===== src/rtl/guess_sweep_ctrl_if.sv =====
// guess_sweep_ctrl_if
// Handshake between the sweep controller and send_guess.
//   begin_transaction : controller -> send_guess, request one guess transaction
//   guess_byte        : controller -> send_guess, candidate driven into the guess word
//   waiting_for_reply : send_guess -> controller, high while the MCU reply is outstanding
interface guess_sweep_ctrl_if;
  logic       begin_transaction;
  logic [7:0] guess_byte;
  logic       waiting_for_reply;

  modport master (
    output begin_transaction,
    output guess_byte,
    input  waiting_for_reply
  );

  modport slave (
    input  begin_transaction,
    input  guess_byte,
    output waiting_for_reply
  );
endinterface


===== src/rtl/guess_sweep_ctrl.sv =====
// guess_sweep_ctrl
// Sequences one byte-position sweep of the timing attack: walks guess_byte from
// RANGE_LO to RANGE_HI, fires REPEATS send_guess transactions per candidate,
// accumulates the measured reply delays and reports the candidate with the
// largest total.
// Ports:
//   CLK_50      : system clock
//   SW          : asynchronous active-high reset
//   start       : one-cycle pulse, begin a sweep (ignored while busy)
//   abort       : level, cancel the sweep in progress
//   bus         : send_guess handshake (begin_transaction, guess_byte, waiting_for_reply)
//   busy        : high in any state except IDLE
//   done        : one-cycle pulse, sweep completed normally
//   best_byte   : candidate with the largest accumulated delay
//   best_acc    : accumulated delay of best_byte
//   timeout_err : sticky, cleared by reset or an accepted start
module guess_sweep_ctrl #(
  parameter int unsigned          REPEATS  = 4,
  parameter int unsigned          DELAY_W  = 24,
  parameter logic [7:0]           RANGE_LO = 8'h06,
  parameter logic [7:0]           RANGE_HI = 8'hFF,
  parameter logic [DELAY_W-1:0]   TIMEOUT  = 24'hFFFFFF,
  localparam int unsigned         ACC_W    = DELAY_W + $clog2(REPEATS) + 1
) (
  input  logic                     CLK_50,
  input  logic                     SW,
  input  logic                     start,
  input  logic                     abort,
  guess_sweep_ctrl_if.master       bus,
  output logic                     busy,
  output logic                     done,
  output logic [7:0]               best_byte,
  output logic [ACC_W-1:0]         best_acc,
  output logic                     timeout_err
);

  localparam int unsigned REP_W = (REPEATS > 1) ? $clog2(REPEATS) : 1;

  typedef enum logic [2:0] {
    IDLE, ISSUE, MEASURE, ACCUM, NEXT, FINISH
  } state_t;

  state_t             state_q, state_d;
  logic [7:0]         guess_q, guess_d;
  logic [7:0]         best_byte_q, best_byte_d;
  logic [ACC_W-1:0]   best_acc_q, best_acc_d;
  logic [ACC_W-1:0]   acc_q, acc_d;
  logic [REP_W-1:0]   rep_q, rep_d;
  logic [DELAY_W-1:0] wait_q, wait_d;
  logic [DELAY_W-1:0] delay_q, delay_d;
  logic               terr_q, terr_d;

  // State and datapath registers
  always_ff @(posedge CLK_50 or posedge SW) begin
    if (SW) begin
      state_q     <= IDLE;
      guess_q     <= RANGE_LO;
      best_byte_q <= RANGE_LO;
      best_acc_q  <= '0;
      acc_q       <= '0;
      rep_q       <= '0;
      wait_q      <= '0;
      delay_q     <= '0;
      terr_q      <= 1'b0;
    end else begin
      state_q     <= state_d;
      guess_q     <= guess_d;
      best_byte_q <= best_byte_d;
      best_acc_q  <= best_acc_d;
      acc_q       <= acc_d;
      rep_q       <= rep_d;
      wait_q      <= wait_d;
      delay_q     <= delay_d;
      terr_q      <= terr_d;
    end
  end

  // Next-state and datapath updates
  always_comb begin
    state_d     = state_q;
    guess_d     = guess_q;
    best_byte_d = best_byte_q;
    best_acc_d  = best_acc_q;
    acc_d       = acc_q;
    rep_d       = rep_q;
    wait_d      = wait_q;
    delay_d     = delay_q;
    terr_d      = terr_q;

    if (abort) begin
      // Abort freezes every register (partial best_* survive) and only
      // returns the FSM to IDLE; in IDLE it also suppresses start.
      state_d = IDLE;
    end else begin
      case (state_q)
        IDLE: begin
          if (start) begin
            acc_d       = '0;
            rep_d       = '0;
            best_acc_d  = '0;
            terr_d      = 1'b0;
            wait_d      = '0;
            guess_d     = RANGE_LO;
            best_byte_d = RANGE_LO;
            state_d     = ISSUE;
          end
        end
        ISSUE: begin
          if (bus.waiting_for_reply) begin
            delay_d = DELAY_W'(1);
            state_d = MEASURE;
          end else if (wait_q == TIMEOUT - DELAY_W'(1)) begin
            // This cycle is the TIMEOUT-th one spent waiting for the ack
            terr_d  = 1'b1;
            state_d = IDLE;
          end else begin
            wait_d = wait_q + DELAY_W'(1);
          end
        end
        MEASURE: begin
          if (bus.waiting_for_reply) begin
            if (delay_q == TIMEOUT) begin
              terr_d = 1'b1;
            end else begin
              delay_d = delay_q + DELAY_W'(1);
            end
          end else begin
            state_d = ACCUM;
          end
        end
        ACCUM: begin
          acc_d = acc_q + ACC_W'(delay_q);
          if (rep_q == REP_W'(REPEATS - 1)) begin
            state_d = NEXT;
          end else begin
            rep_d   = rep_q + REP_W'(1);
            wait_d  = '0;
            state_d = ISSUE;
          end
        end
        NEXT: begin
          if (acc_q > best_acc_q) begin
            best_acc_d  = acc_q;
            best_byte_d = guess_q;
          end
          if (guess_q == RANGE_HI) begin
            state_d = FINISH;
          end else begin
            guess_d = guess_q + 8'd1;
            acc_d   = '0;
            rep_d   = '0;
            wait_d  = '0;
            state_d = ISSUE;
          end
        end
        FINISH: state_d = IDLE;
        default: state_d = IDLE;
      endcase
    end
  end

  // Outputs decoded from the state register
  always_comb begin
    bus.begin_transaction = (state_q == ISSUE);
    busy                  = (state_q != IDLE);
    done                  = (state_q == FINISH);
  end

  assign bus.guess_byte = guess_q;
  assign best_byte      = best_byte_q;
  assign best_acc       = best_acc_q;
  assign timeout_err    = terr_q;

endmodule


===== src/flat_wrapper.sv =====
// flat-port wrapper written by rule: the top's interface ports become plain ports
module guess_sweep_ctrl_flat 
#(
  parameter int unsigned          REPEATS  = 4,
  parameter int unsigned          DELAY_W  = 24,
  parameter logic [7:0]           RANGE_LO = 8'h06,
  parameter logic [7:0]           RANGE_HI = 8'hFF,
  parameter logic [DELAY_W-1:0]   TIMEOUT  = 24'hFFFFFF,
  localparam int unsigned         ACC_W    = DELAY_W + $clog2(REPEATS) + 1
)
  (CLK_50, SW, start, abort, busy, done, best_byte, best_acc, timeout_err, bus_begin_transaction, bus_guess_byte, bus_waiting_for_reply);
  guess_sweep_ctrl_if bus_i ();
  input  logic CLK_50;
  input  logic SW;
  input  logic start;
  input  logic abort;
  output logic busy;
  output logic done;
  output logic [7:0] best_byte;
  output logic [ACC_W-1:0] best_acc;
  output logic timeout_err;
  output wire logic [$bits(bus_i.begin_transaction)-1:0] bus_begin_transaction;
  output wire logic [$bits(bus_i.guess_byte)-1:0] bus_guess_byte;
  input wire logic [$bits(bus_i.waiting_for_reply)-1:0] bus_waiting_for_reply;
  assign bus_begin_transaction = bus_i.begin_transaction;
  assign bus_guess_byte = bus_i.guess_byte;
  assign bus_i.waiting_for_reply = bus_waiting_for_reply;
  guess_sweep_ctrl #(.REPEATS(REPEATS), .DELAY_W(DELAY_W), .RANGE_LO(RANGE_LO), .RANGE_HI(RANGE_HI), .TIMEOUT(TIMEOUT)) u_core (.CLK_50(CLK_50), .SW(SW), .start(start), .abort(abort), .bus(bus_i), .busy(busy), .done(done), .best_byte(best_byte), .best_acc(best_acc), .timeout_err(timeout_err));
endmodule

===== config.mk =====
export PLATFORM = sky130hd
export DESIGN_NAME = guess_sweep_ctrl_flat
export DESIGN_NICKNAME = d
export VERILOG_FILES = /design/src/rtl/guess_sweep_ctrl_if.sv /design/src/rtl/guess_sweep_ctrl.sv /design/src/flat_wrapper.sv
export SDC_FILE = /design/constraint.sdc
export NUM_CORES = 1
export LEC_CHECK = 0
export ABC_AREA = 1
export CORE_UTILIZATION = 45
export DETAILED_ROUTE_END_ITERATION = 8
export HOLD_SLACK_MARGIN = 0.06
export PLACE_DENSITY = 0.69
export SETUP_SLACK_MARGIN = 0.4
export SLEW_MARGIN = 20
export SYNTH_ARGS = -nofsm -noshare
export SYNTH_HDL_FRONTEND = slang
export SYNTH_SLANG_ARGS = --single-unit

===== constraint.sdc =====
create_clock -name CLK_50 -period 7.65 [get_ports CLK_50]
set_input_delay 2.295 -clock CLK_50 [delete_from_list [all_inputs] [get_ports CLK_50]]
set_output_delay 2.295 -clock CLK_50 [all_outputs]
set_load 0.01 [all_outputs]

# ---- Word-level counts from Yosys, hierarchy flattened
# Cells that the tools add are included.
dict set report totals {
  wordCells 92
  out_inout_bits 47
  ff_bits 124
}
dict set report classes {
  eq_ne 23
  n_lt_le_gt_ge 1
  reduce_logical 15
  mux 38
  addsub 5
  n_bitwise 1
}
# cell count
set ops {}
lappend ops {{$mux 24} 8}
lappend ops {{$pmux 24 s4} 1}
lappend ops {{$mux 27} 3}
lappend ops {{$pmux 27 s3} 1}
lappend ops {{$pmux 27 s2} 1}
lappend ops {{$add 24x1->24 const B} 2}
lappend ops {{$eq 24x24->1 const B} 2}
lappend ops {{$pmux 24 s2} 1}
lappend ops {{$pmux 8 s2} 2}
lappend ops {{$add 27x24->27} 1}
lappend ops {{$gt 27x27->1} 1}
lappend ops {{$mux 8} 3}
lappend ops {{$mux 3} 7}
lappend ops {{$pmux 3 s5} 1}
lappend ops {{$ne 2x2->1 const B} 7}
lappend ops {{$reduce_and 7->1} 2}
lappend ops {{$reduce_and 4->1} 3}
lappend ops {{$reduce_and 5->1} 2}
lappend ops {{$reduce_bool 3->1} 3}
lappend ops {{$add 8x1->8 const B} 1}
lappend ops {{$eq 8x8->1 const B} 1}
lappend ops {{$ne 2x1->1 const B} 4}
lappend ops {{$eq 3x2->1 const B} 2}
lappend ops {{$eq 3x3->1 const B} 2}
lappend ops {{14 further kinds} 22}

# ---- Logic depth before layout (Yosys ltp)
dict set report depth {
  word_depth 5
  depth_mapped 16
  ltp_nobuf 15
}

# ---- Worst setup path after synthesis
# No wires, ideal clock.
dict set report synth_timing {
  kind {register to output}
  from {register u_core.state_q[2]}
  to {output bus_begin_transaction}
  slack_ps 4238
  path_stages_with_launch 5
  arrival_ps 1117
  required_time_ps 5355
  cell_sequence {dfrtp_1 -> inv_1 -> nand3_1 -> clkinv_1 -> clkbuf_1}
}
dict set report synth_between {
  elab_chain_cells 1
}
# element line
set synth_rtl {}
lappend synth_rtl {{start: declaration} guess_sweep_ctrl.sv:43} ;# state_t state_q, state_d;
lappend synth_rtl {{start signal: assignment} guess_sweep_ctrl.sv:66} ;# state_q <= state_d;
lappend synth_rtl {{$eq 3x1->1} guess_sweep_ctrl.sv:164} ;# bus.begin_transaction = (state_q == ISSUE);
lappend synth_rtl {{end: declaration} flat_wrapper.sv:22} ;# output wire logic [$bits(bus_i.begin_transaction)-1:0] bus_begin_transaction;
# No other way between the ends.

# ---- Worst setup path after layout
# Same ends and word-level chain as after synthesis.

==> results.json <==
{
  "finalSetupViolCount": 0,
  "holdPathEnd": "u_core.best_byte[0]",
  "critPathKind": "reg2out",
  "startpoint": "u_core.state_q[2]",
  "routed_wl_mm": 23.4,
  "hold_violations": 0,
  "worstMarginPinSlew_ns": 0.727,
  "hp-start": "u_core.best_byte[0]",
  "cp_num_buf_inv": 3,
  "viasPerCell": 5.31,
  "synth.cell_area_um2": 8810,
  "cts_root_buf": "clkbuf_16",
  "p_seq_frac": 0.395,
  "antenna_cells": 0,
  "holdWs_ns": 0.470,
  "start_kind": "register",
  "initial_core_util": 0.465,
  "syn_nets": 1342,
  "switching_share": 0.313,
  "worst_r2r_endpoint": "u_core.best_acc[1]",
  "maxSlewHeadroom": 0.515,
  "antenna_found_initial": 0,
  "postRouteAntennaNets": 0,
  "post-place-cells": 1565,
  "slowest_delay_ns": 0.65,
  "fin_setup_tns_ns": 0,
  "dp_hpwl_mm": 17.6,
  "cp_top_family": "buffers and inverters",
  "gp_congestion": 0.917,
  "ys_warn_count": 0,
  "die_area_um2": 20100,
  "cts.path.max_buffers": 2,
  "io_buffer_count": 51,
  "vdd_drop_max_v": 0.000156,
  "postCtsSetupBuffers": 0,
  "required_ns": 5.36,
  "cp_max_fo": 17,
  "cp_slowest_cell": "clkdlybuf4s50_1",
  "cp_num_cells": 4,
  "track_usage": 0.247,
  "numCtsBuffers": 17,
  "synthArstFlopShare": 1.00,
  "reg2reg_slack_ns": 4.55,
  "syn2layout_area_growth_pct": 14.8,
  "p_sw_mw": 0.584,
  "final_layout_size_suffix_gt1_frac": 0.0456,
  "synth_edf_count": 0,
  "drc_errors": 0,
  "p_leak_nw": 4.76,
  "powerDensity_nw_per_um2": 184,
  "yosys.area.top_type": "dfrtp_1",
  "ys_types": 44,
  "placementRows": 50,
  "dr.pass1.iters": 5,
  "synth_area_leaders": "dfrtp_1 (34%), nand2_1 (16%), ha_1 (8.0%)",
  "synthTopCellsByCount": "nand2_1 (364), inv_1 (166), nor2_1 (132)",
  "cap_violations": 0,
  "cts.sinks": 124,
  "vias": 8486,
  "cts_tree": "yes",
  "path_cells": "inv_1 > nand3_1 > clkinv_1 > clkdlybuf4s50_1",
  "synth-seq-area-share": 0.353,
  "drt_iter0_markers": 600,
  "die_w_um": 142,
  "finClkSkew_ns": 0.0113,
  "die_h_um": 142,
  "ys_seq_elements": 124,
  "grt_pass1_wl_mm": 39.2,
  "clk_pin_slew_ns": 0.06,
  "finalCritPeriodShare": 0.660,
  "finish.utilization": 0.533,
  "p_int_mw": 1.28,
  "io-pin-count": 52,
  "yosys.area.top_type_share": 0.341,
  "clkPwrFrac": 0.439,
  "arrival_ns": 2.75,
  "first_global_vias": 7929,
  "slew_viol_final": 0,
  "grt_max_degree": 77,
  "core_um2": 19000,
  "combinationalPowerShare": 0.166,
  "hold_class": "reg2reg",
  "yosysMostFrequentCell": "nand2_1",
  "drt-wirelength-per-cell_um": 14.7,
  "status": "completed",
  "end_kind": "primary output",
  "reg2reg_depth": 12,
  "globalRouteOverflowTotal": 0,
  "hold_buffers": 0,
  "r2r_start": "u_core.acc_q[22]",
  "clk_latency_ns": 0.43,
  "fin_nets": 1386,
  "cts_resized": 0,
  "h-tree-depth": 4,
  "ys.flop_type": "dfrtp_1",
  "instances_no_fill": 1597,
  "max_freq_mhz": 198,
  "grt_setup_unrepaired": "false",
  "num-fill-cells": 1863,
  "fin_crit_ns": 5.05,
  "hold_depth": 2,
  "syn_inst": 1280,
  "syn_area_per_cell_um2": 6.88
}
sequential cells by signal, summed over array words and instances, names as in the netlist:
register and cells:
u_core.acc_q 27, u_core.best_acc 27, u_core.delay_q 24, u_core.wait_q 24, u_core.best_byte 8, u_core.bus.guess_byte 8, u_core.state_q 3, u_core.rep_q 2
u_core.timeout_err 1
stage by stage:
step	instance area [um2]	worst slack [ns]	total power [mW]
3_5_place_dp	9510	3.05	1.06
4_1_cts	10100	2.59	1.88
5_1_grt	10100	2.36	1.95
6_report	10100	2.60	1.87
2_1_floorplan	8810	2.06	0.960
3_3_place_gp	9510	3.08	1.05
layout by cell type, fill, tap and decap left out, drive strengths merged:
cell and instances:
o2111ai 1, nor4 1, buf 2, dfstp 4, or2 2, dfrtp 120
nand3b 5, o31ai 12, nor2 137, nor3b 5, o22ai 9, clkdlybuf4s50 51
a211oi 1, xor2 19, nand2 370, o21bai 1, a21oi 56, ha 56
clkinvlp 2, nor3 32, clkinv 6, nand3 113, inv 175, a22oi 1
o21a 1, clkbuf 21, fa 1, a21boi 2, o21ai 82, nand4 33
bufinv 2, a21o 5, xnor2 8, a31o 1
tightest hold or removal path, stage by stage, from the launching register on:
cell	delay, ns
dfrtp_1	0.34
nand2_1	0.05
nand2_1	0.04
final cells by class:
type / count / area [um2] / area share
Multi-Input combinational cell: 954 / 4890 / 0.484
Sequential cell: 124 / 3110 / 0.307
Inverter: 174 / 663 / 0.0656
Timing Repair Buffer: 53 / 526 / 0.0520
Clock buffer: 21 / 460 / 0.0455
Tap cell: 260 / 325 / 0.0322
Clock inverter: 11 / 133 / 0.0131
worst max path at each step:
stage	to
after floorplan	u_core.acc_q[0]
after CTS	bus_begin_transaction
after global placement	bus_begin_transaction
final	bus_begin_transaction
after global routing	bus_begin_transaction
after detailed placement	u_core.acc_q[14]
routing by layer:
layer	global-route usage	wire length (um)	vias to the layer above
met5	0	0	-
li1	-	-	4270
met2	0.396	10600	253
met3	0.0391	1300	29
met4	0.0809	408	0
met1	0.339	11200	3934
power groups by stage:
stage	logic [mW]	clock network (mW)	registers, mW
after CTS	0.311	0.835	0.735
after global placement	0.305	0	0.745
final	0.310	0.819	0.736
after detailed placement	0.309	0	0.746
after floorplan	0.224	0	0.736
after global routing	0.347	0.863	0.739
cells by family (layout without fill, tap and decap cells):
kind of cell	count (synthesis)	after routing	synth area share
buf+inv	202	259	0.0919
xor+xnor	27	27	0.0268
fa+ha+maj	57	57	0.0818
flops	124	124	0.353
compound gates	172	172	0.107
simple gates	698	698	0.340
Note: power is estimated with default switching activity, not from simulation.
